File: src/rtl/lc3b_fetch_unit.sv
// LC-3b fetch stage: owns the fetch PC, runs the imem read/resp handshake and queues {pc, inst} for decode.
// Optional FETCH_PERF_CNT_EN adds the perf_fetched / perf_dropped saturating counters.
module lc3b_fetch_unit #(
  parameter int          DEPTH    = 2,
  parameter logic [15:0] RESET_PC = 16'h0000
) (
  input  logic        clk,
  input  logic        reset,
  output logic [15:0] imem_address,
  output logic        imem_read,
  input  logic        imem_resp,
  input  logic [15:0] imem_rdata,
  input  logic        redirect_valid,
  input  logic [15:0] redirect_pc,
  input  logic        stall,
  output logic        inst_valid,
  output logic [15:0] inst,
  output logic [15:0] pc
`ifdef FETCH_PERF_CNT_EN
  ,
  output logic [15:0] perf_fetched,
  output logic [15:0] perf_dropped
`endif
);
  // state | meaning
  // FETCH | read in flight at fetch_pc, responses are pushed
  // HOLD  | FIFO full, no request issued
  // DROP  | wrong-path read still in flight, its response is discarded
  typedef enum logic [1:0] {FETCH, HOLD, DROP} state_t;

  localparam int PW = (DEPTH > 1) ? $clog2(DEPTH) : 1;
  localparam int CW = $clog2(DEPTH + 1);

  state_t        state;
  logic [15:0]   fetch_pc;
  logic [15:0]   pending_pc;
  logic [CW-1:0] count;
  logic [CW-1:0] count_next;
  logic [PW-1:0] rd_ptr;
  logic [PW-1:0] wr_ptr;
  logic [15:0]   fifo_pc   [DEPTH];
  logic [15:0]   fifo_inst [DEPTH];
  logic          push;
  logic          pop;
  logic [15:0]   redirect_pc_al;

  assign redirect_pc_al = redirect_pc & 16'hFFFE;
  assign push           = (state == FETCH) && imem_resp && !redirect_valid;
  assign pop            = inst_valid && !stall && !redirect_valid;

  assign imem_read    = !reset && (state != HOLD);
  assign imem_address = fetch_pc;
  assign inst_valid   = (count != '0);
  assign inst         = inst_valid ? fifo_inst[rd_ptr] : 16'h0000;
  assign pc           = inst_valid ? fifo_pc[rd_ptr] : 16'h0000;

  always_comb begin
    count_next = count;
    if (redirect_valid)
      count_next = '0;
    else if (push && !pop)
      count_next = count + CW'(1);
    else if (pop && !push)
      count_next = count - CW'(1);
  end

  always_ff @(posedge clk or posedge reset) begin
    if (reset) begin
      state      <= FETCH;
      fetch_pc   <= RESET_PC;
      pending_pc <= 16'h0000;
      count      <= '0;
      rd_ptr     <= '0;
      wr_ptr     <= '0;
    end else begin
      count <= count_next;
      if (redirect_valid) begin
        rd_ptr <= '0;
        wr_ptr <= '0;
      end else begin
        if (push) wr_ptr <= wr_ptr + PW'(1);
        if (pop)  rd_ptr <= rd_ptr + PW'(1);
      end

      case (state)
        FETCH: begin
          if (redirect_valid) begin
            if (imem_resp) begin
              fetch_pc <= redirect_pc_al;
            end else begin
              pending_pc <= redirect_pc_al;
              state      <= DROP;
            end
          end else if (imem_resp) begin
            fetch_pc <= fetch_pc + 16'd2;
            if (count_next == CW'(DEPTH)) state <= HOLD;
          end
        end
        HOLD: begin
          if (redirect_valid) begin
            fetch_pc <= redirect_pc_al;
            state    <= FETCH;
          end else if (count_next < CW'(DEPTH)) begin
            state <= FETCH;
          end
        end
        DROP: begin
          // The latest redirect wins, even when it lands on the response cycle.
          if (imem_resp) begin
            fetch_pc <= redirect_valid ? redirect_pc_al : pending_pc;
            state    <= FETCH;
          end else if (redirect_valid) begin
            pending_pc <= redirect_pc_al;
          end
        end
        default: state <= FETCH;
      endcase
    end
  end

  // Storage needs no reset: entries are only visible through count.
  always_ff @(posedge clk) begin
    if (push) begin
      fifo_pc[wr_ptr]   <= fetch_pc;
      fifo_inst[wr_ptr] <= imem_rdata;
    end
  end

`ifdef FETCH_PERF_CNT_EN
  logic drop_event;
  assign drop_event = imem_resp && ((state == DROP) || ((state == FETCH) && redirect_valid));

  always_ff @(posedge clk or posedge reset) begin
    if (reset) begin
      perf_fetched <= 16'h0000;
      perf_dropped <= 16'h0000;
    end else begin
      if (push && (perf_fetched != 16'hFFFF))       perf_fetched <= perf_fetched + 16'd1;
      if (drop_event && (perf_dropped != 16'hFFFF)) perf_dropped <= perf_dropped + 16'd1;
    end
  end
`endif

endmodule

File: config.mk
export PLATFORM = sky130hd
export DESIGN_NAME = lc3b_fetch_unit
export DESIGN_NICKNAME = d
export VERILOG_FILES = /design/src/rtl/lc3b_fetch_unit.sv
export SDC_FILE = /design/constraint.sdc
export NUM_CORES = 1
export LEC_CHECK = 0
export ABC_AREA = 1
export BUFFER_PORTS_ARGS = -buffer_cell sky130_fd_sc_hd__buf_2
export CORE_ASPECT_RATIO = 0.9
export CORE_MARGIN = 3
export CORE_UTILIZATION = 25
export DETAILED_ROUTE_END_ITERATION = 8
export PLACE_DENSITY_LB_ADDON = 0.25
export SYNTH_ARGS = -nofsm -noshare
export SYNTH_HDL_FRONTEND = slang
export SYNTH_SLANG_ARGS = --single-unit
File: constraint.sdc
create_clock -name clk -period 2.7 [get_ports clk]
set_input_delay 0.81 -clock clk [delete_from_list [all_inputs] [get_ports clk]]
set_output_delay 0.81 -clock clk [all_outputs]
set_load 0.05 [all_outputs]
After elaboration in Yosys (flattened, before gate mapping). Memory sizes are Yosys's and may differ from the RTL's. Index checks and enable logic that the tools add are counted.

$add $sub $neg: 5. Multipliers: 0. Div/mod/pow operators: 0. $lt $le $gt $ge: 1. Eq/ne operators: 14. Shift operators: 0. Mux-type cells: 30. Bitwise logic cells: 0. Reduce and logical (&&, ||, !) cells: 21.

Operator list (number): $mux 16 (11); $pmux 16 s3 (1); $pmux 16 s2 (1); $mux 2 (10); $add 16x2->16 const B (1); $ne 2x2->1 const B (6); $ne 3x3->1 const B (3); $reduce_and 4->1 (2); $reduce_bool 2->1 (4); $logic_and 1x1->1 (7); $mux 1 (6); $pmux 2 s3 (1); $logic_not 1->1 (5); $reduce_and 5->1 (1); $eq 2x2->1 const B (2); $ne 3x2->1 const B (1); $reduce_bool 3->1 (1); $add 1x1->1 const B (2); $add 2x1->2 const B (1); $eq 2x1->1 const B (1); $logic_not 2->1 (1); $lt 2x2->1 const B (1); $ne 2x1->1 const B (1); $sub 2x1->2 const B (1).

Register bits after elaboration: 38. Latch bits: 0. RAM bits: 64. ROM bits: 0. Bits of input ports: 37. Output and inout port bits: 50. Logic and storage cells: 79. Memories kept: 2.

Memories: fifo_inst (words 2, bits a word 16, read ports 1, clocked after Yosys merged registers in 0, write ports 1, RTL line 42) `logic [15:0] fifo_inst [DEPTH];`; fifo_pc (words 2, bits a word 16, read ports 1, clocked after Yosys merged registers in 0, write ports 1, RTL line 41) `logic [15:0] fifo_pc [DEPTH];`.

Depth between registers and ports, before layout.
Depth in word-level cells: 13. Gate-level depth with buffers: 13. Mapped depth without buffers: 13.

Least setup slack after synthesis. OpenSTA, ideal clock, no wires.

Path kind: input port to flip-flop. Start point: input port redirect_valid. End point: memory fifo_inst[1][0] (enable). Library setup time: 0.421 ns. Data arrival time: 2.754 ns. Setup slack: -0.475 ns. Cell stages on the path: 6. Path through: buf_4 -> inv_1 -> buf_6 -> buf_2 -> nand2_1 -> nor2_1.

Cells in the longest elaborated chain, start to end: 4.

RTL lines: start: declaration (RTL line 13) `input logic redirect_valid,`; $logic_not 1->1 (RTL line 48) `assign push = (state == FETCH) && imem_resp && !redirect_valid;`; $logic_and 1x1->1 (RTL line 48); $mux 1 (RTL line 123) `if (push) begin`; $mux 1 (not written as such) (RTL line 125) `fifo_inst[wr_ptr] <= imem_rdata;`; end: declaration (RTL line 42).

Every way passes these cells.

Worst setup path in the final report.
Start point: register count[0]. End point: output port inst[4].

Cells in the longest elaborated chain, start to end: 2.

RTL lines: start: declaration (RTL line 37) `logic [CW-1:0] count;`; start signal: assignment (RTL line 76) `count <= count_next;`; $reduce_bool 2->1 (RTL line 53) `assign inst_valid = (count != '0);`; $mux 16 (RTL line 54) `assign inst = inst_valid ? fifo_inst[rd_ptr] : 16'h0000;`; end: declaration (RTL line 17) `output logic [15:0] inst,`.

Every way passes these cells.

==> flow_metrics.tcl <==
set metrics [dict create \
    ys_seq_elements 102 \
    status "completed" \
    grt_max_degree 39 \
    finalCritPeriodShare_pct 95.02 \
    crit_path_end_kind "primary output" \
    path_max_fanout 33 \
    async_flop_share_pct 37.25 \
    drive_above_1_share_pct 22.00 \
    netlist.area_leader.share_pct 37.92 \
    cts_tree "yes" \
    synthMuxAreaShare_pct 0 \
    critPathKind "flip-flop to primary output" \
    drt_iter0_drc 232 \
    routedWlPerCell_um 14.92 \
    startpoint_type "flip-flop" \
    syn_inst 562 \
    numClockSinks 102 \
    holdCritPathClass "flip-flop to flip-flop" \
    areaGrowthSynthToFinish_pct 22.14 \
    routed_wl_mm 13.43 \
    cts.clk_slew.worst_paths_ns 0.07 \
    cts_inserted_buffers 9 \
    synth_edf_count 64 \
    power_leakage_nw 2.679 \
    finalNetCount 688 \
    tightest_slew_ns 0.7031 \
    hpwl_mm 9.076 \
    synth.distinct_cells 36 \
    netlist_area_um2 5069 \
    antenna_found_initial 0 \
    start_util_pct 25.97 \
    globalRouteTotalUtil_pct 12.28 \
    clock_path_buffers 2 \
    overflow 0 \
    most-common-layout-cells "125 x nand2_1, 75 x buf_2, 73 x nor2_1" \
    worst_ep_arrival_time_ns 1.76 \
    final-setup-viol-count 0 \
    power_density_nw_per_um2 1086 \
    place.gp.congestion 0.7720 \
    antenna_left 0 \
    yosys_warnings 0 \
    final_common_cell "nand2_1" \
    synthSimpleGateAreaFrac_pct 19.92 \
    die_area_um2 22020 \
    synth-main-ff-cell "edfxtp_1" \
    die_h_um 141.1 \
    synth_top_family_by_area "simple AND/OR/NAND/NOR gates" \
    syn_nets 605 \
    rows 48 \
    diodes 0 \
    peakVddDrop_uv 659.1 \
    slew_headroom_pct 53.07 \
    critPathRequiredTime_ns 1.89 \
    drc 0 \
    firstDrtPassIters 5 \
    rsz0062_at_grt "no" \
    finClkSkew_ns 0.006731 \
    synth_compound_area_share_pct 14.07 \
    post_drt_via_cell_ratio 4.522 \
    cts_setup_buffers 0 \
    root_buffer "clkbuf_16" \
    fin_setup_tns_ns 0 \
    clock_latency_ns 0.35 \
    synth_xor_area_share_pct 1.037 \
    max_freq_mhz 389.8 \
    synth_area_leaders "edfxtp_1 38%, dfrtp_1 19%, nand2_1 9.3%" \
    fp.dieW_um 156.1 \
    fin_util_pct 31.72 \
    pin_count 87 \
    fin_crit_ns 2.566 \
    cap_violations 0 \
    port_buffers 85 \
    avgSynthCellArea_um2 9.019 \
    synth_area_leader_cell "edfxtp_1" \
    grt_pass1_wl_mm 21.21 \
    seq_area_frac_synth_pct 56.68 \
    synthAdderAreaFrac_pct 1.481 \
    finalMaxSlewViolations 0 \
    htree_levels 3 \
    core-area_um2 19520 \
    grt_pass1_vias 3986 \
    hold_viol_final 0 \
    via_count 4070 \
]
## where the power goes
part	internal (mW)	leakage [nW]	switching (mW)	total (mW)
combinational	0.862	1.48	2.12	2.99
clock	0.732	0.144	0.623	1.36
sequential	2.09	1.06	0.298	2.38
total	3.68	2.68	3.05	6.73
## final cells by class
| cell class | instances | area (um^2) |
|---|---|---|
| Tap cell | 250 | 312.8 |
| Clock inverter | 7 | 82.58 |
| Multi-Input combinational cell | 382 | 1868 |
| Timing Repair Buffer | 101 | 636.9 |
| Clock buffer | 9 | 225.2 |
| Fill cell | 2010 | 13330 |
| Inverter | 49 | 192.7 |
| Sequential cell | 102 | 2873 |
## worst paths after layout
kind                                    start          endpoint  slack, ns  depth (start not counted)
worst max-delay path                 count[0]           inst[4]       0.13                          7
min in group asynchronous               reset    pending_pc[13]       0.57                          3
worst min register to register  pending_pc[8]     pending_pc[8]       0.50                          1
max in group asynchronous               reset  imem_address[12]       1.75                          3
worst max register to register       state[1]   imem_address[9]       0.42                          9
worst min-delay path            pending_pc[8]     pending_pc[8]       0.50                          1
## registers in the layout, indices dropped and copies added (netlist names)
name	flops
wr_ptr	1
pending_pc	16
fifo_inst	32
rd_ptr	1
count	2
fifo_pc	32
imem_address	16
state	2
## logic make-up (layout without fill, tap and decap cells)
logic type,after synthesis,count (layout)
and+or+nand+nor,241,241
AOI/OAI and AO/OA,129,129
adders and majority gates,6,6
DFF,102,102
xor gates and xnor gates,6,6
buffers and inverters,78,166
## metrics by stage
stage                     power, mW  hold WS (ns)  std cells  worst slack [ns]  cell area (um^2)
after detailed placement      5.401        0.4842        884            0.3718              5851
after global placement        5.360        0.4738        884            0.3506              5851
after CTS                     6.792        0.5019        900           0.08254              6158
after global routing          7.195        0.5238        900        0.00007261              6191
after floorplan               4.555        0.4642        562           0.05163              5077
final                         6.726        0.5014        900            0.1343              6191
## worst max-delay path, cell delays in order (launching register included)
cell and delay (ns):
dfrtp_1 0.35, inv_1 0.06, ha_1 0.21, inv_1 0.10, buf_12 0.18, o21ai_0 0.10
nor2_1 0.11, buf_2 0.27
## timing repair
action / 4_1_cts / 5_1_grt
gates resized for setup: 0 / 14
endpoints found under the setup margin: 0 / 10
hold buffers: 0 / 0
## synth_stat cells, types with 3 or more instances
cell type  number
edfxtp_1       64
dfrtp_1        38
nand2_2         3
o21ai_0        68
xor2_1          5
a21oi_1        36
nand2_1       125
buf_2           7
buf_6           4
nand3_1        21
nor2_1         76
inv_2           4
o21a_1          5
a21oi_2         6
nand4_1         7
inv_1          43
nor2_4          3
ha_1            6
clkbuf_1       15
## per-layer routing
metal | global-route usage, % | part of all wire, % | vias to the layer above
met2 | 19.91 | 44 | 122
met1 | 16.63 | 50 | 1887
met3 | 3.407 | 5.3 | 7
met5 | 0 | 0 | -
met4 | 2.303 | 0.66 | 0
li1 | - | - | 2054
No activity file was read; power rests on OpenSTA's default activity.
